[src/rtl/hazard_scoreboard.sv]
// rtl/hazard_scoreboard.sv - in-order pipeline hazard scoreboard with stall, forwarding and flush
//
// Sits beside decode and records the destination register of every
// instruction past decode in a DEPTH-slot shift register. Slot 0 holds the
// execute result and slot DEPTH-1 holds writeback. The slots advance every
// clock, so the pipeline behind decode never stalls. From the slot contents
// the block derives the decode stall, the forwarding selects for both
// sources, and the redirect flush of the youngest slots.
//
// Ports:
//   CLK          clock
//   RESET        synchronous active-high reset
//   ID_VALID     decode holds a real instruction
//   ID_RS1_SEL   source 1 register index
//   ID_RS2_SEL   source 2 register index
//   ID_RS1_USED  source 1 is read
//   ID_RS2_USED  source 2 is read
//   ID_RD_SEL    destination register index
//   ID_REGWRT    instruction writes its destination
//   ID_MEMRD     instruction is a load
//   FLUSH        branch/jump redirect taken this cycle
//   STALL        hold fetch/decode, bubble enters slot 0
//   ISSUE        decode instruction enters slot 0 on this edge
//   FWD1_SEL     source 1 select: 0 = regfile, k = slot k-1
//   FWD2_SEL     source 2 select, same encoding
//   INFLIGHT     number of valid slots
//   STALL_CNT    saturating count of stall cycles

module hazard_scoreboard #(
    parameter int DEPTH          = 3,
    parameter int REG_AW         = 5,
    parameter int FWD_EN         = 1,
    parameter int LOAD_SLOT      = 1,
    parameter int RF_WRITE_FIRST = 1,
    parameter int FLUSH_SLOTS    = 0,
    parameter int CNT_W          = 16
) (
    input  logic                         CLK,
    input  logic                         RESET,
    input  logic                         ID_VALID,
    input  logic [REG_AW-1:0]            ID_RS1_SEL,
    input  logic [REG_AW-1:0]            ID_RS2_SEL,
    input  logic                         ID_RS1_USED,
    input  logic                         ID_RS2_USED,
    input  logic [REG_AW-1:0]            ID_RD_SEL,
    input  logic                         ID_REGWRT,
    input  logic                         ID_MEMRD,
    input  logic                         FLUSH,
    output logic                         STALL,
    output logic                         ISSUE,
    output logic [$clog2(DEPTH+1)-1:0]   FWD1_SEL,
    output logic [$clog2(DEPTH+1)-1:0]   FWD2_SEL,
    output logic [$clog2(DEPTH+1)-1:0]   INFLIGHT,
    output logic [CNT_W-1:0]             STALL_CNT
);

    localparam int SW = $clog2(DEPTH + 1);

    logic [DEPTH-1:0]  slot_v;
    logic [DEPTH-1:0]  slot_ld;
    logic [REG_AW-1:0] slot_rd [DEPTH];
    logic [CNT_W-1:0]  stall_cnt;

    logic [REG_AW-1:0] src_sel [2];
    logic [1:0]        src_used;
    logic [1:0]        src_hit;
    logic [1:0]        src_ready;
    logic [1:0]        src_stall;
    logic [1:0]        src_fwd_ok;
    logic [SW-1:0]     src_idx [2];

    logic              stall_int;
    logic              issue_int;
    logic [SW-1:0]     inflight;

    // Per-source hazard evaluation. Slots are scanned oldest to youngest so
    // the youngest matching slot is the last one written and alone decides
    // stall and forwarding; older matches with the same rd are shadowed.
    always_comb begin
        src_sel[0] = ID_RS1_SEL;
        src_sel[1] = ID_RS2_SEL;
        src_used   = {ID_RS2_USED, ID_RS1_USED};
        src_hit    = '0;
        src_ready  = '0;
        src_stall  = '0;
        src_fwd_ok = '0;
        src_idx[0] = '0;
        src_idx[1] = '0;
        for (int j = 0; j < 2; j++) begin
            for (int k = DEPTH - 1; k >= 0; k--) begin
                if (src_used[j] && (src_sel[j] != '0) && slot_v[k] &&
                    (slot_rd[k] == src_sel[j])) begin
                    src_hit[j]   = 1'b1;
                    src_idx[j]   = SW'(k);
                    src_ready[j] = !slot_ld[k] || (k >= LOAD_SLOT);
                end
            end
            if (src_hit[j]) begin
                if (int'(src_idx[j]) == DEPTH - 1) begin
                    // Writeback slot: a write-first regfile already returns
                    // the new value, otherwise decode must wait one more cycle.
                    src_stall[j]  = (RF_WRITE_FIRST == 0);
                    src_fwd_ok[j] = FWD_EN != 0 && RF_WRITE_FIRST == 0 && src_ready[j];
                end else if (FWD_EN != 0) begin
                    src_stall[j]  = !src_ready[j];
                    src_fwd_ok[j] = src_ready[j];
                end else begin
                    src_stall[j]  = 1'b1;
                end
            end
        end
    end

    // A redirect kills the decode instruction, so it must never be held.
    assign stall_int = ID_VALID && !FLUSH && (|src_stall);
    assign issue_int = ID_VALID && !stall_int && !FLUSH;

    assign STALL     = stall_int;
    assign ISSUE     = issue_int;
    assign FWD1_SEL  = (src_fwd_ok[0] && !stall_int) ? SW'(src_idx[0] + SW'(1)) : '0;
    assign FWD2_SEL  = (src_fwd_ok[1] && !stall_int) ? SW'(src_idx[1] + SW'(1)) : '0;
    assign STALL_CNT = stall_cnt;
    assign INFLIGHT  = inflight;

    always_comb begin
        inflight = '0;
        for (int i = 0; i < DEPTH; i++) begin
            inflight = inflight + SW'(slot_v[i]);
        end
    end

    always_ff @(posedge CLK) begin
        if (RESET) begin
            slot_v    <= '0;
            slot_ld   <= '0;
            stall_cnt <= '0;
            for (int i = 0; i < DEPTH; i++) begin
                slot_rd[i] <= '0;
            end
        end else begin
            // Slots 1..FLUSH_SLOTS receive the images of the youngest
            // instructions, which are wrong-path on a redirect.
            for (int i = 1; i < DEPTH; i++) begin
                if (FLUSH && (i <= FLUSH_SLOTS)) begin
                    slot_v[i]  <= 1'b0;
                    slot_rd[i] <= '0;
                    slot_ld[i] <= 1'b0;
                end else begin
                    slot_v[i]  <= slot_v[i-1];
                    slot_rd[i] <= slot_rd[i-1];
                    slot_ld[i] <= slot_ld[i-1];
                end
            end
            // x0 writes are dropped here so they can never match later.
            if (issue_int && ID_REGWRT && (ID_RD_SEL != '0)) begin
                slot_v[0]  <= 1'b1;
                slot_rd[0] <= ID_RD_SEL;
                slot_ld[0] <= ID_MEMRD;
            end else begin
                slot_v[0]  <= 1'b0;
                slot_rd[0] <= '0;
                slot_ld[0] <= 1'b0;
            end
            if (stall_int && !(&stall_cnt)) begin
                stall_cnt <= stall_cnt + CNT_W'(1);
            end
        end
    end

endmodule

[config.mk]
export PLATFORM = sky130hd
export DESIGN_NAME = hazard_scoreboard
export DESIGN_NICKNAME = d
export VERILOG_FILES = /design/src/rtl/hazard_scoreboard.sv
export SDC_FILE = /design/constraint.sdc
export NUM_CORES = 1
export LEC_CHECK = 0
export BUFFER_PORTS_ARGS = -buffer_cell sky130_fd_sc_hd__buf_2
export CAP_MARGIN = 0
export CORE_UTILIZATION = 50
export DETAILED_ROUTE_END_ITERATION = 8
export PLACE_DENSITY_LB_ADDON = 0.15
export SYNTH_ARGS = -nofsm -noshare
export SYNTH_HDL_FRONTEND = slang
export SYNTH_SLANG_ARGS = --single-unit
export TNS_END_PERCENT = 100
[constraint.sdc]
create_clock -name CLK -period 4.6 [get_ports CLK]
set_input_delay 0.92 -clock CLK [delete_from_list [all_inputs] [get_ports CLK]]
set_output_delay 0.92 -clock CLK [all_outputs]
set_load 0.01 [all_outputs]
* After elaboration in Yosys (flattened, before gate mapping)
Memory sizes are Yosys's and may differ from the RTL's.
Index checks and enable logic that the tools add are counted.
** Cells by class
- Add/sub/neg operators :: 5
- Equality and inequality tests :: 8
- Mux-type cells :: 37
- Bitwise gates (word level) :: 5
- Reduce and logical (&&, ||, !) cells :: 35
** Operators with widths (number)
- $eq A5 B5 Y1 :: 6
- $mux W1 :: 25
- $logic_and A1 B1 Y1 :: 23
- $mux W5 :: 4
- $add A16 B1 Y16 const B :: 1
- $mux W2 :: 8
- $reduce_and A16 Y1 :: 1
- $reduce_bool A5 Y1 :: 3
- $logic_not A1 Y1 :: 6
- $add A2 B1 Y2 const B :: 2
- $eq A2 B2 Y1 const B :: 2
- $or A1 B1 Y1 :: 4
- $reduce_or A2 Y1 :: 2
- $add A1 B1 Y2 :: 1
- $add A2 B1 Y2 :: 1
- $not A1 Y1 :: 1
** Word-level totals
- Flip-flop bits (word level) :: 20
- RAM bits :: 15
- Output and inout bits :: 24
- Logic and storage cells :: 94
- Memories :: 1
** Memory list
- slot_rd :: words 3, bits a word 5, rd ports 3, clocked after Yosys merged registers in 0, write ports 3, RTL line 61 : logic [REG_AW-1:0] slot_rd [DEPTH];

* Logic depth before layout (Yosys ltp)
- Word-level depth :: 22
- Depth in mapped cells :: 12

* Worst setup path after synthesis
Ideal clock, no wire load.
- Path kind :: input-to-output
- Start :: input ID_RS1_SEL[1]
- End :: output FWD2_SEL[1]
- Data arrival time :: 3.000 ns
- Required time :: 3.680 ns
- Path slack :: 0.680 ns
- Stages :: 10
- Buffers on the path :: 0
- Cells stage by stage :: or4_4 -> o21ai_4 -> nor3_1 -> nor3_1 -> ha_1 -> nand3b_1 -> nor3_1 -> o211ai_1 -> inv_1 -> nor3_1
** On the way
- Cells in the longest elaborated chain, start to end :: 15
** RTL lines
- from (decl) :: RTL line 41 : input logic [REG_AW-1:0] ID_RS1_SEL,
- $reduce_bool A5 Y1 :: RTL line 91 : if (src_used[j] && (src_sel[j] != '0) && slot_v[k] &&
- $logic_and A1 B1 Y1 (3 in series) :: RTL line 91
- $mux W2 / $mux W1 (equally long branches) (3 in series) :: RTL line 91
- $eq A2 B2 Y1 / $logic_not A1 Y1 (equally long branches) :: RTL line 99, 105
- $mux W1 :: RTL line 99 : if (int'(src_idx[j]) == DEPTH - 1) begin
- $mux W1 * :: RTL line 98 : if (src_hit[j]) begin
- $reduce_or A2 Y1 * :: RTL line 115 : assign stall_int = ID_VALID && !FLUSH && (|src_stall);
- $logic_and A1 B1 Y1 * :: RTL line 115
- net STALL :: RTL line 49 : output logic STALL,
- $logic_not A1 Y1 * :: RTL line 121 : assign FWD2_SEL = (src_fwd_ok[1] && !stall_int) ? SW'(src_idx[1] + SW'(1)) : '0;
- $logic_and A1 B1 Y1 * :: RTL line 121
- $mux W2 * :: RTL line 121
- to (decl) :: RTL line 52 : output logic [$clog2(DEPTH+1)-1:0] FWD2_SEL,
Mark *: on every way through the listed nets, which the timed path passes. The rest lies on a longest branch.

* Worst setup path after layout
- Start :: input ID_RS1_SEL[1]
- End :: output FWD1_SEL[0]
** On the way
- Cells in the longest elaborated chain, start to end :: 15
** RTL lines
- $reduce_bool A5 Y1 :: RTL line 91
- $logic_and A1 B1 Y1 (3 in series) :: RTL line 91
- $mux W2 / $mux W1 (equally long branches) (3 in series) :: RTL line 91
- $eq A2 B2 Y1 / $logic_not A1 Y1 (equally long branches) :: RTL line 99, 105
- $mux W1 :: RTL line 99
- $mux W1 :: RTL line 98
- $reduce_or A2 Y1 :: RTL line 115
- $logic_and A1 B1 Y1 :: RTL line 115
- $logic_not A1 Y1 :: RTL line 120 : assign FWD1_SEL = (src_fwd_ok[0] && !stall_int) ? SW'(src_idx[0] + SW'(1)) : '0;
- $logic_and A1 B1 Y1 :: RTL line 120
- $mux W2 * :: RTL line 120
- to (decl) :: RTL line 51 : output logic [$clog2(DEPTH+1)-1:0] FWD1_SEL,
Every way passes the cells marked *; elsewhere a longest branch is shown, timed or not.

==> flow_summary.toml <==
[drt]
drt-initial-drc-count = 132
drt_wl_total_um = 3932
drc_errors = 0
via_per_inst = 5.410
detailroute.via_count = 1661
drtAntennaViolNets = 0
routedWlPerCell_um = 12.81
drt_first_pass_iters = 4

[power_and_ir_drop]
finalPower_mw = 0.6127
power_density_mw_per_mm2 = 259.9
leakagePower_nw = 0.9021
ir_drop_mv = 0.1966

[finish]
area.sequential_um2 = 850.8
fin_util = 0.6343
multi_input_area_mm2 = 0.001111
instances_no_fill = 307
final_net_count = 284
areaGrowthSynthToFinish_pct = 19.39
antennaDiodeCount = 0
drive_gt1_frac = 0.2355
nFillCells = 346

[synthesis]
syn_inst = 196
synth_cell_types = 42
synth-seq-cells = 35
ys.flop_type = "dfxtp_1"
yosys-top-cells-area = "edfxtp_1, dfxtp_1, xnor2_1"
syn_area_mm2 = 0.001974
synth_area_leader_cell = "edfxtp_1"
yosys-top-cells-count = "dfxtp_1, edfxtp_1, a21oi_1"
async_flop_share = 0
yosysMostFrequentCell = "dfxtp_1"
syn_area_per_cell_um2 = 10.07
yosysTopAreaCellShare = 0.2281
synth_edf_count = 15
ys_seq_area_frac = 0.4309
yosys_warnings = 0

[grt]
grt_pass1_wl_um = 6679
antenna_found_initial = 0
grt_usage = 0.2085
overflow = 0
grt_pass1_vias = 1518
grt_max_degree = 30

[critical_path]
crit_fanout = 7
start_kind = "input pin"
critPathKind = "input pin to output port"
worstReg2RegStart = "slot_rd[0][7]"
r2r_slack_ps = 1400
worstSetupStartpoint = "ID_RS1_SEL[1]"
critPathArrivalTime_ps = 3300
cp-end-kind = "output port"
cp.required_ps = 3680

[floorplanning]
die-width_um = 64.84
dieArea_mm2 = 0.004204
fp.dieH_um = 64.84
rows = 22
io_pins = 47
core-area_mm2 = 0.003716
initial_core_util = 0.5313

[placed_design]
dpl.hpwl_um = 3012
dp_slack_ps = 383.3
port_buffers = 46
dp_cells = 299
gp_congestion = 0.8142

[hold_path]
hold_start = "STALL_CNT[15]"
min_path_type = "register to register"

[clock_network]
cts_resized = 0
h-tree-depth = 2
cts.clk_slew.worst_paths_ps = 70
clock_sinks = 35
hold_buffers = 0
postCtsSetupBuffers = 0
clk_latency_ps = 290
cts_made_buffers = 5
cts_tree = "built"
cts_root_buf = "clkbuf_8"
cts_buffer_depth = 2

[run_status]
status = "finished, final reports clean"

[timing]
tightest_slew_ps = 769.5
min_period_ps = 4224
maxSlewViolCount = 0
rsz0062_at_grt = "false"
fin_crit_sh = 0.9183
hold_violations = 0
clock.fmax_mhz = 236.7
slew_headroom = 0.4870
tns_ps = 0
setup_violations = 0
worst_slack_ps = 376.0
clock_skew_ps = 9.630

[run]
max_cap_violations = 0
power breakdown:
part           leakage (nW)  internal (mW)  total (mW)  switching, mW
Combinational         0.548         0.0262      0.0559         0.0297
Clock                0.0428          0.107       0.216          0.108
Sequential            0.311          0.333       0.341        0.00806
Total                 0.902          0.467       0.613          0.146
placed cells by master (no fill, tap or decap), drive strengths merged, types with 5 or more instances in the layout:
cell type and count:
xnor2 13, buf 46, o21ai 9, or4 10
and2 6, a21oi 14, edfxtp 15, o31ai 7
or3 7, inv 7, dfxtp 20, nand2 10
nor4 7, clkbuf 7, nor2b 13, nor3 5
nor2 6, conb 15, xor2 13, nand3 6
flip-flops by register name (all words and copies together) (netlist names):
| signal | cells |
|---|---|
| slot_ld | 1 |
| slot_rd | 15 |
| STALL_CNT | 16 |
| slot_v | 3 |
worst max-delay path: stages:
cell and delay (ps):
buf_2 130, or4_4 550, o21ai_4 240, nor3_1 120, nor3_1 190, ha_1 260
nand3b_1 130, nor3_1 50, o211ai_1 280, nand4b_1 160, a21oi_1 150, buf_2 150
per-layer routing:
layer | global-route usage | up-vias | part of all wire
li1 | - | 829 | -
met1 | 0.2765 | 782 | 0.48
met2 | 0.3242 | 46 | 0.46
met3 | 0.05986 | 4 | 0.052
met4 | 0.06667 | 0 | 0.0094
met5 | 0 | - | 0
final cells by class:
class / count / share of cell area
Clock buffer: 7 / 0.03238
Clock inverter: 1 / 0.002654
Inverter: 6 / 0.009554
Multi-Input combinational cell: 164 / 0.4713
Sequential cell: 35 / 0.3609
Tap cell: 48 / 0.02548
Timing Repair Buffer: 46 / 0.09766
cell families after synthesis:
logic type / Yosys count / share of synthesized area
buffers and inverters: 11 / 0.03295
muxes: 1 / 0.005070
and+or+nand+nor: 81 / 0.2592
DFF: 35 / 0.4309
adders and majority gates: 3 / 0.02281
other: 1 / 0.001899
AOI/OAI and AO/OA: 38 / 0.1318
xor gates and xnor gates: 26 / 0.1153
worst paths after layout:
path	endpoint	cells past startpoint
setup / recovery	FWD1_SEL[0]	12
hold / removal	STALL_CNT[15]	2
setup reg to reg	STALL_CNT[7]	10
hold reg to reg	STALL_CNT[15]	2
metrics by stage:
step	cell area (µm²)	hold slack (ps)
floorplan	2027	494.0
global placement	2275	480.8
detailed placement	2275	495.3
CTS	2357	506.9
global route	2357	535.0
finish	2357	500.7
Note: power is estimated with default switching activity, not from simulation.
